--- src/rtl/rom_adder_arbiter.sv ---
// rom_adder_arbiter: round-robin share of one registered ROM adder between NUM_REQ requesters
module rom_adder_arbiter #(
  parameter int NUM_REQ    = 4,
  parameter int OP_WIDTH   = 4,
  parameter int DATA_WIDTH = 5,
  parameter int ID_WIDTH   = 2
) (
  input  logic                         clk_i,
  input  logic                         rst_i,
  input  logic [NUM_REQ-1:0]           req_valid_i,
  output logic [NUM_REQ-1:0]           req_ready_o,
  input  logic [NUM_REQ*OP_WIDTH-1:0]  req_a_i,
  input  logic [NUM_REQ*OP_WIDTH-1:0]  req_b_i,
  output logic [OP_WIDTH-1:0]          adder_a_o,
  output logic [OP_WIDTH-1:0]          adder_b_o,
  input  logic [DATA_WIDTH-1:0]        adder_sum_i,
  output logic                         rsp_valid_o,
  input  logic                         rsp_ready_i,
  output logic [ID_WIDTH-1:0]          rsp_id_o,
  output logic [DATA_WIDTH-1:0]        rsp_sum_o
);
  logic                s1_valid;
  logic [ID_WIDTH-1:0] s1_id, last_grant, hi_id, lo_id, winner;
  logic                hi_found, lo_found, out_free, s1_adv, issue_en, grant;
  logic [OP_WIDTH-1:0] a_q, b_q;
  logic [OP_WIDTH-1:0] a_arr [NUM_REQ];
  logic [OP_WIDTH-1:0] b_arr [NUM_REQ];
  for (genvar k = 0; k < NUM_REQ; k++) begin : g_slice
    assign a_arr[k] = req_a_i[k*OP_WIDTH +: OP_WIDTH];
    assign b_arr[k] = req_b_i[k*OP_WIDTH +: OP_WIDTH];
  end
  assign out_free = !rsp_valid_o || rsp_ready_i;
  assign s1_adv   = s1_valid && out_free;
  assign issue_en = !s1_valid || out_free;
  // Lowest valid index above the pointer wins; otherwise wrap to the lowest valid overall.
  always_comb begin
    hi_found = 1'b0;
    lo_found = 1'b0;
    hi_id    = '0;
    lo_id    = '0;
    for (int k = NUM_REQ - 1; k >= 0; k--) begin
      if (req_valid_i[k] && ID_WIDTH'(k) > last_grant) begin
        hi_found = 1'b1;
        hi_id    = ID_WIDTH'(k);
      end
      if (req_valid_i[k]) begin
        lo_found = 1'b1;
        lo_id    = ID_WIDTH'(k);
      end
    end
  end
  assign winner      = hi_found ? hi_id : lo_id;
  assign grant       = !rst_i && issue_en && lo_found;
  assign req_ready_o = grant ? NUM_REQ'(1) << winner : '0;
  // Holding the last operands keeps the ROM address, and so adder_sum_i, stable across stalls.
  assign adder_a_o   = grant ? a_arr[winner] : a_q;
  assign adder_b_o   = grant ? b_arr[winner] : b_q;
  always_ff @(posedge clk_i or posedge rst_i) begin
    if (rst_i) begin
      s1_valid    <= 1'b0;
      s1_id       <= '0;
      last_grant  <= ID_WIDTH'(NUM_REQ - 1);
      a_q         <= '0;
      b_q         <= '0;
      rsp_valid_o <= 1'b0;
      rsp_id_o    <= '0;
      rsp_sum_o   <= '0;
    end else begin
      if (grant) begin
        s1_valid   <= 1'b1;
        s1_id      <= winner;
        last_grant <= winner;
        a_q        <= a_arr[winner];
        b_q        <= b_arr[winner];
      end else if (s1_adv) begin
        s1_valid <= 1'b0;
      end
      if (s1_adv) begin
        rsp_valid_o <= 1'b1;
        rsp_sum_o   <= adder_sum_i;
        rsp_id_o    <= s1_id;
      end else if (rsp_ready_i) begin
        rsp_valid_o <= 1'b0;
      end
    end
  end
endmodule
--- config.mk ---
export PLATFORM = sky130hd
export DESIGN_NAME = rom_adder_arbiter
export DESIGN_NICKNAME = d
export VERILOG_FILES = /design/src/rtl/rom_adder_arbiter.sv
export SDC_FILE = /design/constraint.sdc
export NUM_CORES = 1
export LEC_CHECK = 0
export ABC_CLOCK_PERIOD_IN_PS = 4450
export BUFFER_PORTS_ARGS = -buffer_cell sky130_fd_sc_hd__buf_4
export CAP_MARGIN = 10
export CORE_ASPECT_RATIO = 1.4
export CORE_MARGIN = 3
export CORE_UTILIZATION = 48
export CTS_BUF_LIST = sky130_fd_sc_hd__clkbuf_4 sky130_fd_sc_hd__clkbuf_8 sky130_fd_sc_hd__clkbuf_16
export CTS_CLUSTER_SIZE = 28
export DETAILED_ROUTE_END_ITERATION = 10
export MAX_ROUTING_LAYER = met4
export PLACE_DENSITY = 0.95
export SYNTH_ARGS = -nofsm -noshare
export SYNTH_HDL_FRONTEND = slang
export SYNTH_SLANG_ARGS = --single-unit
--- constraint.sdc ---
create_clock -name clk_i -period 4.45 [get_ports clk_i]
set_input_delay 0.89 -clock clk_i [delete_from_list [all_inputs] [get_ports clk_i]]
set_output_delay 0.89 -clock clk_i [all_outputs]
set_load 0.1 [all_outputs]
Word-level counts from Yosys, hierarchy flattened
Cells that the tools add are included.
Word-level totals
  bits in latches: 0
  register bits after elaboration: 21
  memory bits (writable): 0
  memory bits (read-only): 0
  bits of input ports: 44
  memories kept: 0
  output and inout bits: 20
Cells by class
  eq/ne operators: 0
  muxes and demuxes: 30
  $mul: 0
  bitwise logic cells: 1
  $add $sub $neg: 0
  div/mod/pow operators: 0
  reduce and logical (&&, ||, !) cells: 14
  shifts and indexed selects: 1
  magnitude comparators: 5
Operator list (number)
  4-bit two-way mux: 7
  2-bit two-way mux: 9
  4-bit binary-select mux with 2-bit select: 2
  1-bit two-way mux: 12
  1-bit logical AND: 7
  1-bit by 2-bit greater-than comparator with 1-bit output (first input constant): 2
  2-bit greater-than comparator (first input constant): 2
  2-bit nonzero test: 2
  1-bit by 2-bit left shift with 4-bit output (first input constant): 1
  3-bit >= comparator (second input constant): 1
  1-bit zero test: 3
  2-bit NOT with 3-bit output: 1
  1-bit logical OR: 2

Logic depth before layout (Yosys ltp)
  depth after elaboration: 12
  gate-level depth with buffers: 7
  gate-level depth less buffers: 5

Worst setup path before layout
No wires, ideal clock.
  path kind: register -> output
  start: reg rsp_valid_o
  end: out adder_a_o[1]
  stages on the path, launching flop included: 6
  data arrival time: 3874 ps
  required time: 3560 ps
  slack: -314 ps
  cell sequence: dfrtp_1 nor2b_1 a221oi_2 clkbuf_1 o32ai_1 nor3_1
Between the ends
  cells in the longest elaborated chain, start to end: 6
Ends and longest elaborated chain
  start, declared: RTL line 17  | output logic rsp_valid_o,
  start signal, assigned: RTL line 65  | rsp_valid_o <= 1'b0;
  start signal, assigned: RTL line 79  | rsp_valid_o <= 1'b1;
  start signal, assigned: RTL line 83  | rsp_valid_o <= 1'b0;
  1-bit zero test: RTL line 32  | assign out_free = !rsp_valid_o || rsp_ready_i;
  1-bit logical OR: RTL line 32
  1-bit logical OR: RTL line 34  | assign issue_en = !s1_valid || out_free;
  1-bit logical AND (2 in series): RTL line 53  | assign grant = !rst_i && issue_en && lo_found;
  4-bit two-way mux
  end, declared: RTL line 14  | output logic [OP_WIDTH-1:0] adder_a_o,
Every way passes these cells.

Final worst setup path
  start: in req_valid_i[3]
  end: out adder_b_o[1]
Between the ends
  cells in the longest elaborated chain, start to end: 11
Ends and longest elaborated chain
  start, declared: RTL line 10  | input logic [NUM_REQ-1:0] req_valid_i,
  1-bit logical AND: RTL line 42  | if (req_valid_i[k] && ID_WIDTH'(k) > last_grant) begin
  2-bit two-way mux / 1-bit two-way mux (equally long branches) (4 in series): RTL line 42
  2-bit two-way mux: RTL line 52  | assign winner = hi_found ? hi_id : lo_id;
  2-bit NOT with 3-bit output (implied by the code): RTL line 57  | assign adder_b_o = grant ? b_arr[winner] : b_q;
  4-bit binary-select mux with 2-bit select: RTL line 57
  4-bit two-way mux (implied by the code) (2 in series): RTL line 57
  4-bit two-way mux *
  end, declared: RTL line 15  | output logic [OP_WIDTH-1:0] adder_b_o,
Mark *: on every way between the ends. The rest lies on a longest branch, timed or not. The select of a mux whose other input is x is not followed.

==> results.sh <==
export IMPL_power_combinational_fraction_pct=64.1
export IMPL_outcome="complete, no violations"
export IMPL_antennaDiodeCount=0
export IMPL_synth_yosys_seq_area_share_pct=42.8
export IMPL_cts_reportedPaths_clkPinSlew_ps=120
export IMPL_drive_above_1_share_pct=53.6
export IMPL_io_buffers=63
export IMPL_setup_tns_ps=0
export IMPL_syn_instance_count=119
export IMPL_cts_tree="done"
export IMPL_num_vias=1168
export IMPL_yosysTopAreaCell="dfrtp_1"
export IMPL_worst_path_max_fanout=12
export IMPL_wire_length_of_the_first_global_routing_pass_um=5260
export IMPL_critical_path_arrival_ps=2960
export IMPL_postSynth_topFlopCell="dfrtp_1"
export IMPL_slew_viol_final=0
export IMPL_timing_critical_path_to_type="primary output"
export IMPL_max_clock_path_buffers=2
export IMPL_yosysWarningCount=0
export IMPL_fin_crit_sh_pct=86.6
export IMPL_post_route_min_period_ps=3850
export IMPL_clock_power_share_pct=9.4
export IMPL_area_share_of_the_largest_cell_type_after_synthesis_pct=38.5
export IMPL_ir_worst_vdd_mv=0.333
export IMPL_max_freq_mhz=260
export IMPL_rsz0062_at_grt="false"
export IMPL_powerDensity_nw_per_um2=578
export IMPL_slowest_delay_ps=690
export IMPL_core_area_um2=2420
export IMPL_worst_endpoint_required_ps=3560
export IMPL_half_perimeter_wire_length_after_placement_um=2550
export IMPL_final_fill_count=179
export IMPL_placedCellCount=211
export IMPL_floorplan_initialDensity_pct=51.1
export IMPL_most_area_consuming_cells_after_synthesis="dfrtp_1 39%, mux2_2 7.3%, nor2_1 5.5%, a211oi_2 5.1%, a211oi_1 4.9%"
export IMPL_nets=226
export IMPL_placed_area_um2=1730
export IMPL_dieArea_um2=3230
export IMPL_postLayoutCellArea_um2=1760
export IMPL_clock_latency_on_the_worst_skew_pair_ps=310
export IMPL_power_net_switching_mw=0.569
export IMPL_num_rows=21
export IMPL_whs_ps=499
export IMPL_r2r_worst_path_cells=5
export IMPL_die_h_um=66.0
export IMPL_worst_hold_path_type="flip-flop to flip-flop"
export IMPL_slew_headroom_pct=46.9
export IMPL_async_flop_share_pct=100
export IMPL_path_depth=7
export IMPL_post_drt_via_cell_ratio=5.43
export IMPL_drt_wirelength_per_cell_um=14.7
export IMPL_count_of_state_elements_after_synthesis=21
export IMPL_hold_buf_count_cts=0
export IMPL_power_leakage_nw=0.817
export IMPL_grt_overflow_total=0
export IMPL_groute_usage_overall_pct=21.2
export IMPL_chipWidth_um=48.9
export IMPL_clkSinkCount=21
export IMPL_drc=0
export IMPL_cts_root_buffer_cell="clkbuf_4"
export IMPL_critical_path_n_buffers_inverters=2
export IMPL_cpLargestDelayFamily="compound AO/OA/AOI/OAI gates"
export IMPL_portion_of_total_power_attributed_to_sequential_cells_pct=26.5
export IMPL_netlist_area_um2=1230
export IMPL_syn_num_nets=163
export IMPL_worst_pin_slew_ps=797
export IMPL_max_cap_viol=0
export IMPL_htreeDepth=1
export IMPL_post_synth_edffs=0
export IMPL_detailedRoute_firstPassIterationCount=4
export IMPL_timing_critical_path_mode_cell="buf_4"
export IMPL_synth_area_per_cell_um2=10.4
export IMPL_grt_start_max_net_pins=22
export IMPL_startpoint_type="input port"
export IMPL_slowest_cell_on_the_critical_path="a221oi_2"
export IMPL_worst_clock_skew_ps=7.00
export IMPL_area_delta_synth_final_pct=42.8
export IMPL_antenna_violations_before_repair=0
export IMPL_power_switching_fraction_pct=55.8
export IMPL_crit_chain="buf_4 -> nor2_1 -> a221oi_2 -> nand2_1 -> a211oi_1 -> nor3_2 -> buf_4"
export IMPL_cts_setup_buffers=0
export IMPL_num_io_pins=64
export IMPL_setup_viol=0
export IMPL_finalNonFillerCells=215
export IMPL_cts_inserted_buffers=3
export IMPL_crit_path_category="input port to primary output"
export IMPL_initialDrtViolationCount=29
export IMPL_synth_lib_cells_used_distinct=33
export IMPL_finalWirelength_um=3160
export IMPL_holdPathStages=2
export IMPL_final_hold_viol_count=0
export IMPL_place_gp_congestion=0.725
export IMPL_cellInternalPower_mw=0.450
export IMPL_via_count_of_the_first_global_routing_pass=1222
export IMPL_drtAntennaViolNets=0
export IMPL_postCtsResizedCells=0
## cells by family after synthesis
family,count (synthesis),share of synthesized area [%]
simple gates,42,16.4
compound gates,30,21.4
buf+inv,10,4.46
mux,16,15.0
flops,21,42.8
## power by group through the flow
stage	Clock, mW	Sequential, mW	Combinational, mW
2_1_floorplan	0	0.385	0.411
3_3_place_gp	0	0.271	0.645
3_5_place_dp	0	0.275	0.656
4_1_cts	0.0965	0.270	0.658
5_1_grt	0.105	0.277	0.681
6_report	0.0956	0.270	0.654
## layer usage
layer	vias up	part of all wire [%]	track usage, %
met5	-	0	-
met4	0	1.2	5.69
met3	5	7.6	4.29
met2	51	55	40.6
met1	548	36	21.9
li1	564	-	-
## state kept, by name (all words and copies together), names as in the netlist
signal	cells
rsp_sum_o	5
b_q	4
last_grant	2
rsp_valid_o	1
a_q	4
rsp_id_o	2
s1_id	2
s1_valid	1
## Yosys cell counts (2+ instances only)
cell	n
nor2_1	18
nor2b_1	2
dfrtp_1	19
mux2_2	8
o32ai_1	3
mux2_4	3
nor3_1	3
buf_2	2
clkbuf_1	2
buf_6	2
and4_1	3
a211oi_2	5
inv_1	4
dfstp_2	2
a211oi_1	8
o21ai_0	3
nand2_1	10
a21oi_1	3
mux2i_1	5
## path summary, 6_finish.rpt
path	slack (ps)	end	startpoint
max	600	adder_b_o[1]	req_valid_i[3]
min	500	rsp_id_o[1]	rsp_id_o[1]
max reg2reg	2110	b_q[1]	rsp_valid_o
min reg2reg	500	rsp_id_o[1]	rsp_id_o[1]
max in group asynchronous	3230	rsp_sum_o[2]	rst_i
min in group asynchronous	730	rsp_id_o[0]	rst_i
## layout by cell type, fill, tap and decap left out, types with 2 or more instances in the layout
cell type | Yosys | routed
nand2_1 | 10 | 10
nor2_1 | 18 | 18
clkbuf_4 | 0 | 3
a211oi_1 | 8 | 8
dfrtp_1 | 19 | 19
inv_1 | 4 | 4
o32ai_1 | 3 | 3
and4_1 | 3 | 3
o21ai_0 | 3 | 3
nor3_2 | 0 | 3
mux2i_1 | 5 | 5
mux2_2 | 8 | 8
buf_4 | 0 | 64
a21oi_1 | 3 | 3
nor2b_1 | 2 | 2
a211oi_2 | 5 | 5
mux2_4 | 3 | 3
dfstp_2 | 2 | 2
## area by class of cell
class,instances,area (um2),area share (%)
Clock buffer,3,22.5,1.28
Clock inverter,1,7.51,0.426
Inverter,4,15.0,0.852
Multi-Input combinational cell,88,667,37.8
Sequential cell,21,528,30.0
Tap cell,34,42.5,2.41
Timing Repair Buffer,64,480,27.3
## through the flow
step / util, % / worst slack [ps] / power [mW]
2_1_floorplan: - / 332 / 0.796
6_report: 72.9 / 597 / 1.02
3_5_place_dp: 71.7 / 605 / 0.931
4_1_cts: 72.9 / 599 / 1.02
3_3_place_gp: 71.7 / 770 / 0.916
5_1_grt: 72.9 / 433 / 1.06
## worst register-to-register path: stages (launching register included)
cell and delay, ps:
dfrtp_1 400, nor2b_1 170, a221oi_2 700, nand2_1 430
a211oi_1 420, nor3_2 110
(Power assumes the default switching activity.)
